===== src/rtl/uart_tx_scheduler.sv =====
// Byte transmit scheduler for a simple UART: a small write FIFO drained by a
// four-state sender FSM, plus a single-entry receive holding register.
module uart_tx_scheduler #(
   parameter int DEPTH   = 4,
   parameter int TIMEOUT = 1024
) (
   input  logic                     clk,
   input  logic                     reset,
   input  logic                     wr_en,
   input  logic [7:0]               wr_data,
   input  logic                     tx_active_flag,
   input  logic                     tx_done_flag,
   input  logic                     rx_done_flag,
   input  logic [7:0]               data_out,
   input  logic                     rd_ack,
   output logic                     send,
   output logic [7:0]               data_in,
   output logic                     full,
   output logic                     empty,
   output logic [$clog2(DEPTH):0]   count,
   output logic [7:0]               rx_data,
   output logic                     rx_valid,
   output logic [2:0]               err,
   output logic [1:0]               fsm_state
);

   localparam int AW = $clog2(DEPTH);
   localparam int CW = AW + 1;
   localparam int TW = $clog2(TIMEOUT) + 1;

   // Handshake: send is high for exactly the LOAD cycle and data_in is already
   // valid in that cycle; it then stays frozen until the frame completes or
   // times out. A write is taken whenever wr_en is high and a slot exists
   // (including the slot freed by a pop in the same cycle).
   typedef enum logic [1:0] {
      IDLE      = 2'd0,
      LOAD      = 2'd1,
      WAIT_ACT  = 2'd2,
      WAIT_DONE = 2'd3
   } state_t;

   state_t          state;
   state_t          next_state;
   logic [7:0]      mem [DEPTH];
   logic [AW-1:0]   wr_ptr;
   logic [AW-1:0]   rd_ptr;
   logic [TW-1:0]   tmo_cnt;
   logic            push;
   logic            pop;
   logic            timeout_hit;

   assign full      = (count == CW'(DEPTH));
   assign empty     = (count == '0);
   assign pop       = (state == LOAD);
   assign push      = wr_en && (!full || pop);
   assign fsm_state = state;

   always_comb begin
      next_state  = state;
      send        = 1'b0;
      timeout_hit = 1'b0;
      case (state)
         IDLE: begin
            if (!empty && !tx_active_flag) next_state = LOAD;
         end
         LOAD: begin
            send       = 1'b1;
            next_state = WAIT_ACT;
         end
         WAIT_ACT: begin
            if (tx_active_flag || tx_done_flag) begin
               next_state = WAIT_DONE;
            end else if (tmo_cnt == TW'(TIMEOUT - 1)) begin
               timeout_hit = 1'b1;
               next_state  = IDLE;
            end
         end
         WAIT_DONE: begin
            if (tx_done_flag) next_state = IDLE;
         end
         default: next_state = IDLE;
      endcase
   end

   always_ff @(posedge clk or negedge reset) begin
      if (!reset) begin
         state   <= IDLE;
         data_in <= 8'h00;
         tmo_cnt <= '0;
      end else begin
         state <= next_state;
         // Head is latched on entry to LOAD so the byte accompanies the send pulse.
         if (state == IDLE && next_state == LOAD) data_in <= mem[rd_ptr];
         if (state == LOAD) tmo_cnt <= '0;
         else if (state == WAIT_ACT) tmo_cnt <= tmo_cnt + 1'b1;
      end
   end

   always_ff @(posedge clk) begin
      if (push) mem[wr_ptr] <= wr_data;
   end

   always_ff @(posedge clk or negedge reset) begin
      if (!reset) begin
         wr_ptr <= '0;
         rd_ptr <= '0;
         count  <= '0;
      end else begin
         if (push) wr_ptr <= wr_ptr + 1'b1;
         if (pop)  rd_ptr <= rd_ptr + 1'b1;
         case ({push, pop})
            2'b10:   count <= count + 1'b1;
            2'b01:   count <= count - 1'b1;
            default: count <= count;
         endcase
      end
   end

   always_ff @(posedge clk or negedge reset) begin
      if (!reset) begin
         rx_data  <= 8'h00;
         rx_valid <= 1'b0;
         err      <= 3'b000;
      end else begin
         if (wr_en && full && !pop) err[0] <= 1'b1;
         if (timeout_hit)           err[2] <= 1'b1;
         if (rx_done_flag) begin
            rx_data  <= data_out;
            rx_valid <= 1'b1;
            if (rx_valid && !rd_ack) err[1] <= 1'b1;
         end else if (rd_ack) begin
            rx_valid <= 1'b0;
         end
      end
   end

endmodule


===== config.mk =====
export PLATFORM = sky130hd
export DESIGN_NAME = uart_tx_scheduler
export DESIGN_NICKNAME = d
export VERILOG_FILES = /design/src/rtl/uart_tx_scheduler.sv
export SDC_FILE = /design/constraint.sdc
export NUM_CORES = 1
export LEC_CHECK = 0
export CORE_MARGIN = 4
export CORE_UTILIZATION = 35
export CTS_CLUSTER_SIZE = 28
export DETAILED_ROUTE_END_ITERATION = 6
export DONT_BUFFER_PORTS = 1
export GPL_TIMING_DRIVEN = 0
export PLACE_DENSITY = 0.49
export SETUP_SLACK_MARGIN = 0.1
export SYNTH_ARGS = -nofsm -noshare
export SYNTH_HDL_FRONTEND = slang
export SYNTH_SLANG_ARGS = --single-unit

===== constraint.sdc =====
create_clock -name clk -period 1.96 [get_ports clk]
set_input_delay 0.294 -clock clk [delete_from_list [all_inputs] [get_ports clk]]
set_output_delay 0.294 -clock clk [all_outputs]
set_load 0.005 [all_outputs]

Yosys cells after proc, flatten, opt, wreduce, memory -nomap -nowiden --
Memories as Yosys holds them, arrays and structs flattened. A register that Yosys moved wholly into a read port is not among the register bits. Index checks and enable logic that the tools add are counted.
Word-level totals: flip-flop bits (word level) 32, RAM bits 32, bits of input ports 23, word-level logic and storage cells 60, memories 1
Memory list:
- mem | words 4, bits a word 8, rd ports 1, clocked after Yosys merged registers in 1, wr ports 1, line 44 | logic [7:0] mem [DEPTH];
Operators by class: $add $sub $neg 5, equality and inequality tests 8, mux-type cells 16, reductions and logical operators 20
Operators by type and width (count):
- 2-to-1 mux 11 bit | 2
- adder 11 x 1 -> 11 bit (second input constant) | 1
- equality test 11 x 10 -> 1 bit (second input constant) | 1
- 2-to-1 mux 1 bit | 8
- 2-to-1 mux 2 bit | 4
- one-hot mux 2 bit (4 select lines) | 1
- equality test 2 x 1 -> 1 bit (second input constant) | 3
- equality test 2 bit (second input constant) | 3
- logical AND 1 bit | 6
- zero test 1 bit | 6
- one-hot mux 3 bit (2 select lines) | 1
- nonzero test 2 bit | 3
- adder 2 x 1 -> 2 bit (second input constant) | 2
- adder 3 x 1 -> 3 bit (second input constant) | 1
- equality test 3 bit (second input constant) | 1
- zero test 3 bit | 1
- subtractor 3 x 1 -> 3 bit (second input constant) | 1
- zero test 2 bit | 1
- logical OR 1 bit | 2
- AND reduction 2 bit | 1

Longest topological paths before layout --
Gate-level depths: netlist of run 1.
depth in word-level cells 7, gate-level depth with buffers 7, gate-level depth less buffers 6

Worst setup path after synthesis of run 1 --
No wires, ideal clock.
kind register to register, start point register state[1] (netlist: fsm_state[1]), end point register count[1], library setup time 0.120 ns, data arrival time 1.799 ns, data required time 1.840 ns, setup slack 0.041 ns, stages on the path, launching flop included 8, buffers on the path 1, cells stage by stage dfrtp_1 -> inv_1 -> ha_1 -> clkbuf_1 -> nand2b_1 -> fa_1 -> a21oi_1 -> a31o_2
Between the ends: word-level cells in the longest chain between the ends 5, elaborated cells on any way between the ends 7
Ends and longest elaborated chain:
- from (decl) | line 42 | state_t state;
- from (signal assigned) | line 91 | state <= next_state;
- equality test 2 x 1 -> 1 bit * | line 54 | assign pop = (state == LOAD);
- logical OR 1 bit | line 55 | assign push = wr_en && (!full || pop);
- logical AND 1 bit | line 55
- equality test 2 x 1 -> 1 bit or equality test 2 bit (tied branches) | line 111 | case ({push, pop})
- one-hot mux 3 bit (2 select lines) or nonzero test 2 bit (tied branches)
- to (signal assigned) | line 112 | 2'b10: count <= count + 1'b1;
- to (signal assigned) | line 113 | 2'b01: count <= count - 1'b1;
- to (signal assigned) | line 114 | default: count <= count;
- to (decl) | line 20 | output logic [$clog2(DEPTH):0] count,
Mark *: on every way between the ends. The rest lies on a longest branch, timed or not. A chain may end at the register's enable or synchronous reset.

Worst setup path after layout of run 1 --
Same ends and word-level chain as after synthesis.

==> impl_metrics.tcl, run 1 <==
set metrics [dict create \
    yosys_register_bits 72 \
    synth_commonest_cells "dfrtp_1 (40), edfxtp_1 (32), mux2_2 (18)" \
    synth-seq-area-share_pct 63.0 \
    crit_family "adder cells" \
    total_power_mw 5.30 \
    rr_worst_depth 7 \
    grt_pass1_vias 1718 \
    crit_required_ns 2.20 \
    synth_top_family_by_area "multiplexers" \
    syn_area_mm2 0.00311 \
    synthSimpleGateAreaFrac_pct 8.12 \
    hold_start "wr_data[6]" \
    post-route-cell-area_mm2 0.00360 \
    fp.dieH_um 102 \
    dp_hpwl_um 3730 \
    worst_setup_path_start_kind "flop" \
    fp.dieW_um 102 \
    slowest_delay_ns 0.49 \
    timing.rr.start "fsm_state[1]$_DFF_PN0_" \
    nets 260 \
    first_pass_iters 4 \
    wire_per_inst_um 16.7 \
    antenna_cells 0 \
    period_minus_slack_ns 1.77 \
    synth.avg_cell_area_um2 14.8 \
    hp-class "primary input to flop" \
    port_buffers 0 \
    crit_path_top_delay_cell "fa_1" \
    htreeDepth 3 \
    syn_inst 210 \
    yosysMostFrequentCell "dfrtp_1" \
    synth_edf_count 32 \
    dp_slack_ns -0.182 \
    root_buffer "clkbuf_8" \
    synthMuxAreaShare_pct 13.3 \
    fmax_ghz 0.566 \
    crit_chain "inv_2, ha_4, buf_8, nand2b_4, fa_1, a21oi_1, a31o_2" \
    grt_pass1_wl_um 9150 \
    n_fill_cell 808 \
    power_leakage_nw 1.44 \
    clk_pin_slew_ns 0.09 \
    status "finished clean" \
    worst_pin_slew_ns 0.573 \
    yosys.area_share.xor_xnor_pct 2.25 \
    crit_cells 7 \
    cts_sinks 72 \
    cts_tree "done" \
    grt-ovfl-total 0 \
    cts_buffers 9 \
    drive_gt1_share_pct 30.2 \
    yosysTopAreaCellShare_pct 32.2 \
    synth_area_leaders "dfrtp_1 (32%), edfxtp_1 (31%), mux2_2 (6.5%)" \
    ir_worst_vdd_mv 0.618 \
    yosysTopAreaCell "dfrtp_1" \
    setup_viol 0 \
    end_kind "flop" \
    synth_fa_ha_area_share_pct 4.26 \
    synthFlopType "dfrtp_1" \
    r2r-end "count[1]$_DFFE_PN0P_" \
    placed_area_mm2 0.00325 \
    yosysWarningCount 0 \
    crit_fanout 9 \
    worstPathArrival_ns 2.00 \
    initial_core_util_pct 35.9 \
    dieArea_mm2 0.0105 \
    hold_depth 0 \
    setup_slack_ns 0.195 \
    reg2reg_slack_ns 0.19 \
    slew_viol_final 0 \
    hold_end "mem[0][6]$_DFFE_PP_" \
    ys_types 41 \
    cap_violations 0 \
    final_antenna_net_count 0 \
    drcViolationCount 0 \
    gp_congestion 0.796 \
    antenna_found_initial 0 \
    finalHoldViolCount 0 \
    fin_crit_sh_pct 90.1 \
    syn-num-nets 243 \
    grt_max_degree 41 \
    track_usage_pct 11.8 \
    syn_to_final_growth_pct 15.6 \
    clockBufferDepth 2 \
    clock_skew_ns 0.0109 \
    synth_compound_area_share_pct 5.83 \
    path_buf_inv 2 \
    drt-vias-per-instance 4.93 \
    relSlewSlack_pct 61.8 \
    initialDrtViolationCount 37 \
    clock_latency_ns 0.35 \
    placementRows 34 \
    core_mm2 0.00868 \
    power_density_mw_per_mm2 1470 \
    ys_async_sr_fraction_pct 55.6 \
    wl_um 5680 \
    rsz0062_at_grt "false" \
    ios 51 \
    vias 1675 \
    crit_type "flop to flop" \
]
worst max-delay path by stage:
stage | start | end | slack [ns]
after floorplan | fsm_state[1]$_DFF_PN0_ | count[1]$_DFFE_PN0P_ | 0.12
after global placement | fsm_state[1]$_DFF_PN0_ | data_in[1]$_DFFE_PN0P_ | -0.20
after detailed placement | fsm_state[1]$_DFF_PN0_ | mem[3][3]$_DFFE_PP_ | -0.18
after CTS | fsm_state[1]$_DFF_PN0_ | count[1]$_DFFE_PN0P_ | 0.10
after global routing | fsm_state[1]$_DFF_PN0_ | data_in[1]$_DFFE_PN0P_ | 0.10
final | fsm_state[1]$_DFF_PN0_ | count[1]$_DFFE_PN0P_ | 0.19
state kept, by name, summed over array words and instances (netlist names):
register	cells
err	3
rx_data	8
rx_valid	1
count	3
data_in	8
tmo_cnt	11
mem	32
rd_ptr	2
fsm_state	2
wr_ptr	2
through the flow:
stage               util, %  setup TNS [ns]  hold slack, ns  cells
global route           41.5               0        0.000323    340
floorplan                 -               0        -0.00159    210
CTS                    40.8               0         0.00991    336
detailed placement     37.4           -6.90        0.000867    318
finish                 41.5               0          0.0327    340
global placement       37.4           -7.10        0.000543    318
area by class of cell:
| cell class | count | area [um^2] | share of cell area, % |
|---|---|---|---|
| Buffer | 8 | 61.3 | 1.70 |
| Multi-Input combinational cell | 114 | 1090 | 30.3 |
| Timing Repair Buffer | 7 | 82.6 | 2.30 |
| Inverter | 15 | 56.3 | 1.57 |
| Sequential cell | 72 | 1960 | 54.6 |
| Tap cell | 108 | 135 | 3.76 |
| Clock buffer | 9 | 124 | 3.44 |
| Clock inverter | 7 | 85.1 | 2.37 |
cell usage in the layout, fill, tap and decap left out, drive strengths merged, types with 2 or more instances in the layout:
cell / netlist / final
mux4: 8 / 8
dfrtp: 40 / 40
buf: 3 / 7
nor3: 3 / 3
a21o: 3 / 3
nand4: 3 / 3
a31o: 3 / 3
and2: 5 / 5
nor3b: 2 / 2
nand3b: 2 / 2
o22ai: 5 / 5
nand2b: 5 / 5
dlygate4sd3: 0 / 4
mux2: 18 / 18
a21oi: 8 / 8
nand3: 3 / 3
nand2: 6 / 6
edfxtp: 32 / 32
and3: 3 / 3
ha: 9 / 9
inv: 15 / 20
clkbuf: 6 / 13
o21ai: 3 / 3
mux2i: 3 / 3
xor2: 5 / 5
nor2b: 2 / 2
xnor2: 3 / 3
power by group:
group	switching, mW	internal [mW]
Combinational	0.867	0.892
Clock	0.628	0.617
Sequential	0.284	2.01
repair_timing:
item                                    CTS  global route
gates resized for setup                  17             8
pin swaps                                 1             1
endpoints found under the setup margin   52            20
hold buffers                              2             3
gates cloned                              0             0
hold endpoints to repair                 40             9
buffers inserted                          1             1
kinds of logic (layout without fill, tap and decap cells):
| kind of cell | count (synthesis) | count (layout) |
|---|---|---|
| mux | 29 | 29 |
| flops | 72 | 72 |
| buf+inv | 24 | 46 |
| simple gates | 39 | 39 |
| fa+ha+maj | 10 | 10 |
| xor+xnor | 8 | 8 |
| compound gates | 28 | 28 |
worst register-to-register path, delay by kind of cell (launching register included):
kind | cells | cell delay (ns)
buffers and inverters | 2 | 0.24
and+or+nand+nor | 1 | 0.07
AOI/OAI and AO/OA | 2 | 0.24
DFF | 1 | 0.46
adders and majority gates | 2 | 0.64
per-layer routing:
layer	global-route usage [%]	vias to the layer above	share of wire, %
met5	0	-	0
met4	4.84	0	1.7
met3	5.12	9	6.3
met2	17.4	36	47
met1	15.2	834	45
li1	-	796	-
No activity file was read; power rests on OpenSTA's default activity.
==> inputs of run 2 (changes only) <==
--- a/config.mk
+++ b/config.mk
@@ -7,7 +7,6 @@
 export LEC_CHECK = 0
 export CORE_MARGIN = 4
 export CORE_UTILIZATION = 35
-export CTS_CLUSTER_SIZE = 28
 export DETAILED_ROUTE_END_ITERATION = 6
 export DONT_BUFFER_PORTS = 1
 export GPL_TIMING_DRIVEN = 0
==> results of run 2 <==
Final layout, timing and power as in run 1 (identical DEF).
==> inputs of run 3 (changes only) <==
--- a/config.mk
+++ b/config.mk
@@ -5,6 +5,7 @@
 export SDC_FILE = /design/constraint.sdc
 export NUM_CORES = 1
 export LEC_CHECK = 0
+export CAP_MARGIN = 20
 export CORE_MARGIN = 4
 export CORE_UTILIZATION = 35
 export DETAILED_ROUTE_END_ITERATION = 6
==> results of run 3 <==
Final layout, timing and power as in run 1 (identical DEF).
